## src/rtl/regfile_write_arbiter_if.sv

```systemverilog
// Write-request bus between the CPU write requesters and the register-bank write arbiter.
// `W sets the register width (defaults to 4 when not defined by the build).
`ifndef W
`define W 4
`endif

interface regfile_write_arbiter_if #(
    parameter int NREQ = 4,
    parameter int NREG = 4
);
    localparam int AW = $clog2(NREG);

    logic                  hold;
    logic [NREQ-1:0]       req;
    logic [NREQ*AW-1:0]    req_addr;
    logic [NREQ*`W-1:0]    req_dat;
    logic [NREQ-1:0]       ack;
    logic [NREG-1:0]       load;
    logic [`W-1:0]         wr_dat;
    logic                  err;
    logic                  err_clr;

    modport master (
        output hold, req, req_addr, req_dat, err_clr,
        input  ack, load, wr_dat, err
    );

    modport slave (
        input  hold, req, req_addr, req_dat, err_clr,
        output ack, load, wr_dat, err
    );
endinterface

```

## src/rtl/regfile_write_arbiter.sv

```systemverilog
// Register-bank write arbiter: combinational ack, registered one-hot load/wr_dat one cycle later; hold stalls grants.
// REGARB_ROUND_ROBIN_EN selects round-robin arbitration; otherwise fixed priority (lowest index wins).
`ifndef W
`define W 4
`endif

module regfile_write_arbiter #(
    parameter int NREQ = 4,
    parameter int NREG = 4
) (
    input  logic                    clk_cpu,
    input  logic                    reset,
    regfile_write_arbiter_if.slave  bus
);
    localparam int AW = $clog2(NREG);
    localparam int IW = $clog2(NREQ);
    localparam logic [AW:0] NREG_L = (AW+1)'(NREG);

    logic [NREQ-1:0]  w_ack;
    logic             w_gnt_vld;
    logic [IW-1:0]    w_gnt_idx;
    logic [AW-1:0]    w_gnt_addr;
    logic [`W-1:0]    w_gnt_dat;
    logic             w_gnt_inv;

    logic [NREG-1:0]  r_load;
    logic [`W-1:0]    r_wr_dat;
    logic             r_err;

`ifdef REGARB_ROUND_ROBIN_EN
    logic [IW-1:0]    r_ptr;

    function automatic logic [IW-1:0] rr_idx(input logic [IW-1:0] p, input int k);
        int s;
        s = int'(p) + k;
        if (s >= NREQ) s = s - NREQ;
        return IW'(s);
    endfunction
`endif

    // Scanning from the far end lets the nearest pending requester overwrite earlier hits.
    always_comb begin
        w_ack     = '0;
        w_gnt_vld = 1'b0;
        w_gnt_idx = '0;
        if (!reset && !bus.hold) begin
            for (int k = NREQ-1; k >= 0; k--) begin
`ifdef REGARB_ROUND_ROBIN_EN
                if (bus.req[rr_idx(r_ptr, k)]) begin
                    w_gnt_vld = 1'b1;
                    w_gnt_idx = rr_idx(r_ptr, k);
                end
`else
                if (bus.req[k]) begin
                    w_gnt_vld = 1'b1;
                    w_gnt_idx = IW'(k);
                end
`endif
            end
        end
        if (w_gnt_vld) w_ack[w_gnt_idx] = 1'b1;
    end

    always_comb begin
        w_gnt_addr = bus.req_addr[w_gnt_idx*AW +: AW];
        w_gnt_dat  = bus.req_dat[w_gnt_idx*`W +: `W];
        w_gnt_inv  = w_gnt_vld && !({1'b0, w_gnt_addr} < NREG_L);
    end

    always_ff @(posedge clk_cpu) begin
        if (reset) begin
            r_load   <= '0;
            r_wr_dat <= '0;
            r_err    <= 1'b0;
`ifdef REGARB_ROUND_ROBIN_EN
            r_ptr    <= '0;
`endif
        end else begin
            r_load <= '0;
            if (w_gnt_vld) begin
                r_wr_dat <= w_gnt_dat;
                if (!w_gnt_inv) r_load <= NREG'(1) << w_gnt_addr;
            end
            // A new invalid write outranks a simultaneous clear.
            if (w_gnt_inv)
                r_err <= 1'b1;
            else if (bus.err_clr)
                r_err <= 1'b0;
`ifdef REGARB_ROUND_ROBIN_EN
            if (w_gnt_vld)
                r_ptr <= (w_gnt_idx == IW'(NREQ-1)) ? '0 : w_gnt_idx + 1'b1;
`endif
        end
    end

    assign bus.ack    = w_ack;
    assign bus.load   = r_load;
    assign bus.wr_dat = r_wr_dat;
    assign bus.err    = r_err;

endmodule
```

## src/flat_wrapper.sv

```systemverilog
// flat-port wrapper written by rule: the top's interface ports become plain ports
module regfile_write_arbiter_flat 
#(
    parameter int NREQ = 4,
    parameter int NREG = 4
)
  (clk_cpu, reset, bus_hold, bus_req, bus_req_addr, bus_req_dat, bus_err_clr, bus_ack, bus_load, bus_wr_dat, bus_err);
  regfile_write_arbiter_if #(.NREQ(NREQ), .NREG(NREG)) bus_i ();
  input  logic clk_cpu;
  input  logic reset;
  input wire logic [$bits(bus_i.hold)-1:0] bus_hold;
  input wire logic [$bits(bus_i.req)-1:0] bus_req;
  input wire logic [$bits(bus_i.req_addr)-1:0] bus_req_addr;
  input wire logic [$bits(bus_i.req_dat)-1:0] bus_req_dat;
  input wire logic [$bits(bus_i.err_clr)-1:0] bus_err_clr;
  output wire logic [$bits(bus_i.ack)-1:0] bus_ack;
  output wire logic [$bits(bus_i.load)-1:0] bus_load;
  output wire logic [$bits(bus_i.wr_dat)-1:0] bus_wr_dat;
  output wire logic [$bits(bus_i.err)-1:0] bus_err;
  assign bus_i.hold = bus_hold;
  assign bus_i.req = bus_req;
  assign bus_i.req_addr = bus_req_addr;
  assign bus_i.req_dat = bus_req_dat;
  assign bus_i.err_clr = bus_err_clr;
  assign bus_ack = bus_i.ack;
  assign bus_load = bus_i.load;
  assign bus_wr_dat = bus_i.wr_dat;
  assign bus_err = bus_i.err;
  regfile_write_arbiter #(.NREQ(NREQ), .NREG(NREG)) u_core (.clk_cpu(clk_cpu), .reset(reset), .bus(bus_i));
endmodule
```

## config.mk

```make
export PLATFORM = sky130hd
export DESIGN_NAME = regfile_write_arbiter_flat
export DESIGN_NICKNAME = d
export VERILOG_FILES = /design/src/rtl/regfile_write_arbiter_if.sv /design/src/rtl/regfile_write_arbiter.sv /design/src/flat_wrapper.sv
export SDC_FILE = /design/constraint.sdc
export NUM_CORES = 1
export LEC_CHECK = 0
export CAP_MARGIN = 20
export CORE_MARGIN = 4
export CORE_UTILIZATION = 34
export DETAILED_ROUTE_END_ITERATION = 6
export HOLD_SLACK_MARGIN = 0.1
export PLACE_DENSITY = 0.87
export SLEW_MARGIN = 20
export SYNTH_ARGS = -nofsm -noshare
export SYNTH_HDL_FRONTEND = slang
export SYNTH_SLANG_ARGS = --single-unit
```

## constraint.sdc

```tcl
create_clock -name clk_cpu -period 1.9 [get_ports clk_cpu]
set_input_delay 0.19 -clock clk_cpu [delete_from_list [all_inputs] [get_ports clk_cpu]]
set_output_delay 0.19 -clock clk_cpu [all_outputs]
set_load 0.05 [all_outputs]
```

==> results of run 1 <==
==> Yosys cell counts <==
| master | count |
|---|---|
| mux2_4 | 1 |
| o211a_1 | 1 |
| nor2b_1 | 1 |
| a311oi_1 | 1 |
| o21ai_4 | 1 |
| nor3_2 | 1 |
| o221ai_1 | 4 |
| nand2_1 | 5 |
| and2_1 | 2 |
| o211ai_1 | 1 |
| or2_2 | 1 |
| nor3_1 | 2 |
| nor2b_4 | 1 |
| buf_4 | 1 |
| clkbuf_1 | 1 |
| buf_6 | 2 |
| conb_1 | 1 |
| nor3_4 | 1 |
| nor4_1 | 2 |
| a31oi_1 | 1 |
| a22oi_1 | 4 |
| mux2i_1 | 7 |
| nor2_1 | 6 |
| a211oi_1 | 1 |
| dfxtp_1 | 8 |
| inv_1 | 3 |
| o21ai_1 | 1 |
==> metrics by stage <==
step           instance area [um^2]  hold WS [ps]  utilization [%]  instances  setup WS [ps]
6_report                       1110           473             73.2        125           51.3
5_1_grt                        1110           518             73.2        125           5.39
4_1_cts                        1090           473             71.4        124           18.9
3_5_place_dp                   1070           455             70.0        121          -28.4
3_3_place_gp                   1070           444             70.0        121           25.9
2_1_floorplan                   549           413                -         61           33.3
==> kinds of logic (layout without fill, tap and decap cells) <==
| family | after synthesis | count (layout) | synth area share, % |
|---|---|---|---|
| compound gates | 15 | 15 | 23.0 |
| simple gates | 22 | 22 | 23.5 |
| flops | 8 | 8 | 29.2 |
| other cells | 1 | 1 | 0.683 |
| buf+inv | 7 | 55 | 8.20 |
| mux | 8 | 8 | 15.5 |
==> routing by layer <==
layer  track usage [%]  wire, um  vias up
met2              29.7       953       28
met1              14.9       646      290
met3              5.54       143        6
met5                 0         0        -
li1                  -         -      321
met4              6.45        40        0
==> how the worst max path moves through the flow <==
stage | to | slack [ps] | depth (start not counted)
final | bus_ack[2] | 50 | 7
after global routing | bus_ack[2] | 5 | 7
after detailed placement | u_core.bus.load[0] | -30 | 7
after floorplan | bus_ack[1] | 30 | 3
after CTS | bus_ack[2] | 20 | 6
after global placement | bus_ack[2] | 30 | 6
==> repair_timing <==
item / CTS / global route
resized for setup: 0 / 5
endpoints found under the setup margin: 0 / 2
setup buffers: 0 / 1
hold buffers: 0 / 0
==> power by group <==
part           leakage, nW  total, mW  switching, mW  internal (mW)
Sequential          0.0655      0.181        0.00390          0.177
Combinational        0.409      0.208         0.0981          0.110
Clock               0.0138      0.135         0.0624         0.0726
==> worst register-to-register path, cell delays in order (launching register included) <==
cell	delay (ps)
dfxtp_1	310
nand2_1	50
o221ai_1	110
==> area by class of cell <==
class                      count  area (um^2)  area share (%)
timing repair buffer          49          541            48.5
multi-input combinational     46          360            32.3
sequential                     8          160            14.4
clock buffer                   3         22.5            2.02
tap                           16         20.0            1.80
inverter                       3         11.3            1.01
==> flip-flops by register name, summed over array words and instances (netlist names) <==
name,cells
u_core.bus.load,4
u_core.bus.wr_dat,4
==> summary.md, run 1 <==
| Metric | Value |
|---|---|
| Run status | `completed` |
| Area share of the largest cell type after synthesis | `~29%` |
| # H-tree levels | `1` |
| RSZ-0062 raised after global routing | `false` |
| Crit-path most repeated cell | `buf_12` |
| Most frequent cells in the layout | `37 x clkdlybuf4s50_1, 8 x dfxtp_1, 7 x mux2i_1` |
| Largest net degree at the start of global routing | `11` |
| Max_cap viols | `0` |
| Starting Density | `36.0%` |
| Period utilization | `97.3%` |
| Pre-Repair DR Iteration Count | `4` |
| Fillers | `112` |
| Vias | `approximately 650` |
| I/O Buffers | `42` |
| IR drop worst, VDD | `0.330 mV` |
| CP Launch Type | `primary input` |
| Post-route DRC | `0` |
| Chip Height | `48.2 um` |
| CTS Sinks | `8` |
| Mapped cell area | `549 um^2` |
| Clock transition at path regs | `60 ps` |
| Rel. slew slack | `66.2%` |
| WP data required | `~1700 ps` |
| Mapped Nets | `93` |
| Synth top area cells | `dfxtp_1 29%, mux2i_1 13%, o221ai_1 6.4%` |
| Clk Tree Root Cell | `clkbuf_4` |
| Mean Syn Cell Area | `9.00 um^2` |
| Crit path max-delay family | `buffers and inverters` |
| #FFs+latches synth | `8` |
| Worst Reg-to-Reg Cells | `2` |
| Sum of negative setup slack | `0 ps` |
| Final hold vios | `0` |
| Mapped Cells | `61` |
| Core area | `roughly 1500 um^2` |
| First-pass GRT wire length | `2460 um` |
| Routed len/inst | `14.3 um` |
| Hold depth | `2` |
| Slowest stage delay, CP | `440 ps` |
| Dpl hpwl | `1480 um` |
| Critical path startpoint | `bus_hold` |
| Clock Latency Late Sink | `260 ps` |
| Synth-to-layout area growth | `103%` |
| Critical R2R Capture | `u_core.bus.wr_dat[1]` |
| CTS tree | `built` |
| # diodes | `0` |
| All-Layer GR Usage | `15.6%` |
| Total Power | `0.524 mW` |
| Detailed Route Iter0 Violations | `8` |
| Hold Startpoint | `u_core.bus.wr_dat[2]` |
| Yosys top cell by area | `dfxtp_1` |
| ANT nets after route | `0` |
| Hold Crit Endpoint | `u_core.bus.wr_dat[2]` |
| Count of final max-slew check failures | `0` |
| FMAX | `between 0.5 and 0.6 GHz` |
| Startpoint of the worst register-to-register path | `u_core.bus.wr_dat[1]` |
| GRT overflow | `0` |
| Synth cell types | `27` |
| Critical path arrival | `1660 ps` |
| Share of layout cells above drive strength 1 | `22.0%` |
| PwrDens | `470 nW/um^2` |
| Setup Skew | `0 ps` |
| Initial antenna violation count | `0` |
| Seq/Total Area, Yosys | `29.2%` |
| Slew @ Worst Pin | `505 ps` |
| Final nets | `143` |
| Global placer's final weighted congestion | `0.807` |
| Vias in the first global route | `around 600` |
| Cell Chain, Critical Path | `clkdlybuf4s50_1 > buf_4 > nor3_4 > o21ai_4 > buf_12 > nor2b_2 > buf_12` |
| Crit end category | `output pin` |
| Die width | `48.2 um` |
| DRT Wirelength | `1790 um` |
| Synth warn | `0` |
| Crit Path Class | `primary input to output pin` |
| Die ar. | `about 2300 um^2` |
| Hold Crit Class | `register to register` |
| Pleak | `around 0.5 nW` |
| Commonest non-fill, non-tap cell in the layout | `clkdlybuf4s50_1` |
| IO Pins | `45` |
| FP Rows | `14` |
| Slowest cell on crit path | `clkdlybuf4s50_1` |
| Vias per inst | `5.16` |
| Worst R2R Setup Slack | `1300 ps` |
| Num CTS Buffers | `3` |
| Maximum clock path buffer count | `2` |
| Min Tclk post-route | `around 1800 ps` |
| Worst Path Buf+Inv | `4` |
| Max FO, Critical Path | `6` |
| Setup Viol. Count Final | `0` |
Note: power is estimated with default switching activity, not from simulation.
==> inputs of run 2 (changes only) <==
--- a/config.mk
+++ b/config.mk
@@ -6,7 +6,6 @@
 export NUM_CORES = 1
 export LEC_CHECK = 0
 export CAP_MARGIN = 20
-export CORE_MARGIN = 4
 export CORE_UTILIZATION = 34
 export DETAILED_ROUTE_END_ITERATION = 6
 export HOLD_SLACK_MARGIN = 0.1
==> summary.md, run 2 (synthesis results as in run 1) <==
| Metric | Value |
|---|---|
| Cell internal pwr | `0.354 mW` |
| Pre-Repair DR Iteration Count | `2` |
| Clk Tree Root Cell | `clkbuf_4` |
| First-pass GRT wire length | `2770 um` |
| WP data required | `1710 ps` |
| Largest net degree at the start of global routing | `9` |
| Count of final max-slew check failures | `0` |
| Critical path arrival | `1590 ps` |
| Period utilization | `a little over nine tenths` |
| IR drop worst, VDD | `between 0.2 and 0.3 mV` |
| Setup Fix Bufs, Post-CTS | `0` |
| All-Layer GR Usage | `approximately a fifth` |
| Routed len/inst | `12.7 um` |
| Num CTS Buffers | `3` |
| Final hold vios | `0` |
| Die width | `42.2 um` |
| Most frequent cells in the layout | `37 x clkdlybuf4s50_1, 8 x dfxtp_1, 7 x mux2i_1` |
| Fillers | `~130` |
| Slew @ Worst Pin | `504 ps` |
| RSZ-0062 raised after global routing | `false` |
| Core area | `around 1500 um^2` |
| Detailed Route Iter0 Violations | `5` |
| Maximum clock path buffer count | `2` |
| FP Rows | `14` |
| Fin area | `1060 um^2` |
| GRT overflow | `0` |
| Worst R2R Setup Slack | `about 1300 ps` |
| Rel. slew slack | `66.3%` |
| # diodes | `0` |
| Max_cap viols | `0` |
| Setup Skew | `0 ps` |
| CTS Hold Buffers Added | `0` |
| CTS tree | `built` |
| CP Launch Type | `primary input` |
| Max FO, Critical Path | `7` |
| Min Tclk post-route | `1780 ps` |
| Slowest cell on crit path | `clkdlybuf4s50_1` |
| Crit Path Class | `primary input to output pin` |
| Sw frac | `31.9%` |
| Die ar. | `1780 um^2` |
| DRT Wirelength | `1570 um` |
| Vias | `638` |
| Setup Viol. Count Final | `0` |
| Worst Path Buf+Inv | `3` |
| PwrDens | `a little under 500 nW/um^2` |
| Dpl hpwl | `1270 um` |
| Commonest non-fill, non-tap cell in the layout | `clkdlybuf4s50_1` |
| Final nets | `141` |
| Vias per inst | `5.19` |
| Hold Crit Class | `register to register` |
| Final core occ | `70.6%` |
| Sum of negative setup slack | `0 ps` |
| Post-route DRC | `0` |
| Clock share of power | `26.8%` |
| Placed cell area | `between 1000 and 1500 um^2` |
| Vias in the first global route | `641` |
| Combinational Power Share | `38.4%` |
| Run status | `completed` |
| Slowest stage delay, CP | `490 ps` |
| # H-tree levels | `1` |
| Starting Density | `36.5%` |
| Flop pwr share | `between 30% and 40%` |
| FMAX | `0.562 GHz` |
| Switching Power | `0.165 mW` |
| Crit end category | `output pin` |
| IO Pins | `45` |
| Share of layout cells above drive strength 1 | `18.7%` |
| I/O Buffers | `42` |
| Initial antenna violation count | `0` |
| Global placer's final weighted congestion | `0.729` |
| Pleak | `0.465 nW` |
| CTS Sinks | `8` |
| Crit path max-delay family | `buffers and inverters` |
| Clock Latency Late Sink | `about 260 ps` |
| Clock transition at path regs | `60 ps` |
| ANT nets after route | `0` |
| Cell Chain, Critical Path | `clkdlybuf4s50_1 > nor4_1 > o21ai_1 > buf_4 > nor2_2 > buf_12` |
| Synth-to-layout area growth | `93.6%` |
| Chip Height | `42.2 um` |
[run 2: layer usage]
layer	vias up	track usage [%]	part of all wire, %
li1	316	-	-
met1	288	25.3	41
met2	31	33.2	49
met3	3	4.74	7.4
met4	0	11.3	2.0
met5	-	0	0
[run 2: tightest hold or removal path: stages, from the launching register on]
cell and delay, ps:
dfxtp_1 330, nand2_1 60, o221ai_1 60
[run 2: stage by stage]
stage,hold slack [ps],worst slack [ps],instances,power (mW)
6_report,476,121,123,0.519
5_1_grt,505,15.2,123,0.547
4_1_cts,476,34.2,123,0.524
3_5_place_dp,454,-25.0,120,0.383
3_3_place_gp,445,8.98,120,0.380
2_1_floorplan,413,33.3,61,0.280
[run 2: path summary, 6_finish.rpt]
check / from / end / cells past startpoint
max: reset / bus_ack[3] / 6
min: u_core.bus.wr_dat[2] / u_core.bus.wr_dat[2] / 2
max reg2reg: u_core.bus.wr_dat[1] / u_core.bus.wr_dat[1] / 2
min reg2reg: u_core.bus.wr_dat[2] / u_core.bus.wr_dat[2] / 2
[run 2: timing repair]
| item | 4_1_cts | 5_1_grt |
|---|---|---|
| resized for setup | 2 | 1 |
| endpoints found under the setup margin | 2 | 2 |
| pin swaps | 0 | 1 |
| hold endpoints to repair | 0 | 0 |
[run 2: final cells by class]
cell class | instances | area [um^2] | area share [%]
Sequential cell | 8 | 160 | 15.1
Clock buffer | 3 | 22.5 | 2.12
Inverter | 3 | 11.3 | 1.06
Tap cell | 16 | 20.0 | 1.88
Timing Repair Buffer | 47 | 500 | 47.1
Multi-Input combinational cell | 46 | 349 | 32.8
[run 2: power by group through the flow]
| stage | registers [mW] | logic (mW) | clock network [mW] |
|---|---|---|---|
| after detailed placement | 0.184 | 0.199 | 0 |
| after CTS | 0.181 | 0.200 | 0.143 |
| final | 0.181 | 0.199 | 0.139 |
| after global placement | 0.184 | 0.196 | 0 |
| after global routing | 0.182 | 0.213 | 0.153 |
| after floorplan | 0.216 | 0.0640 | 0 |
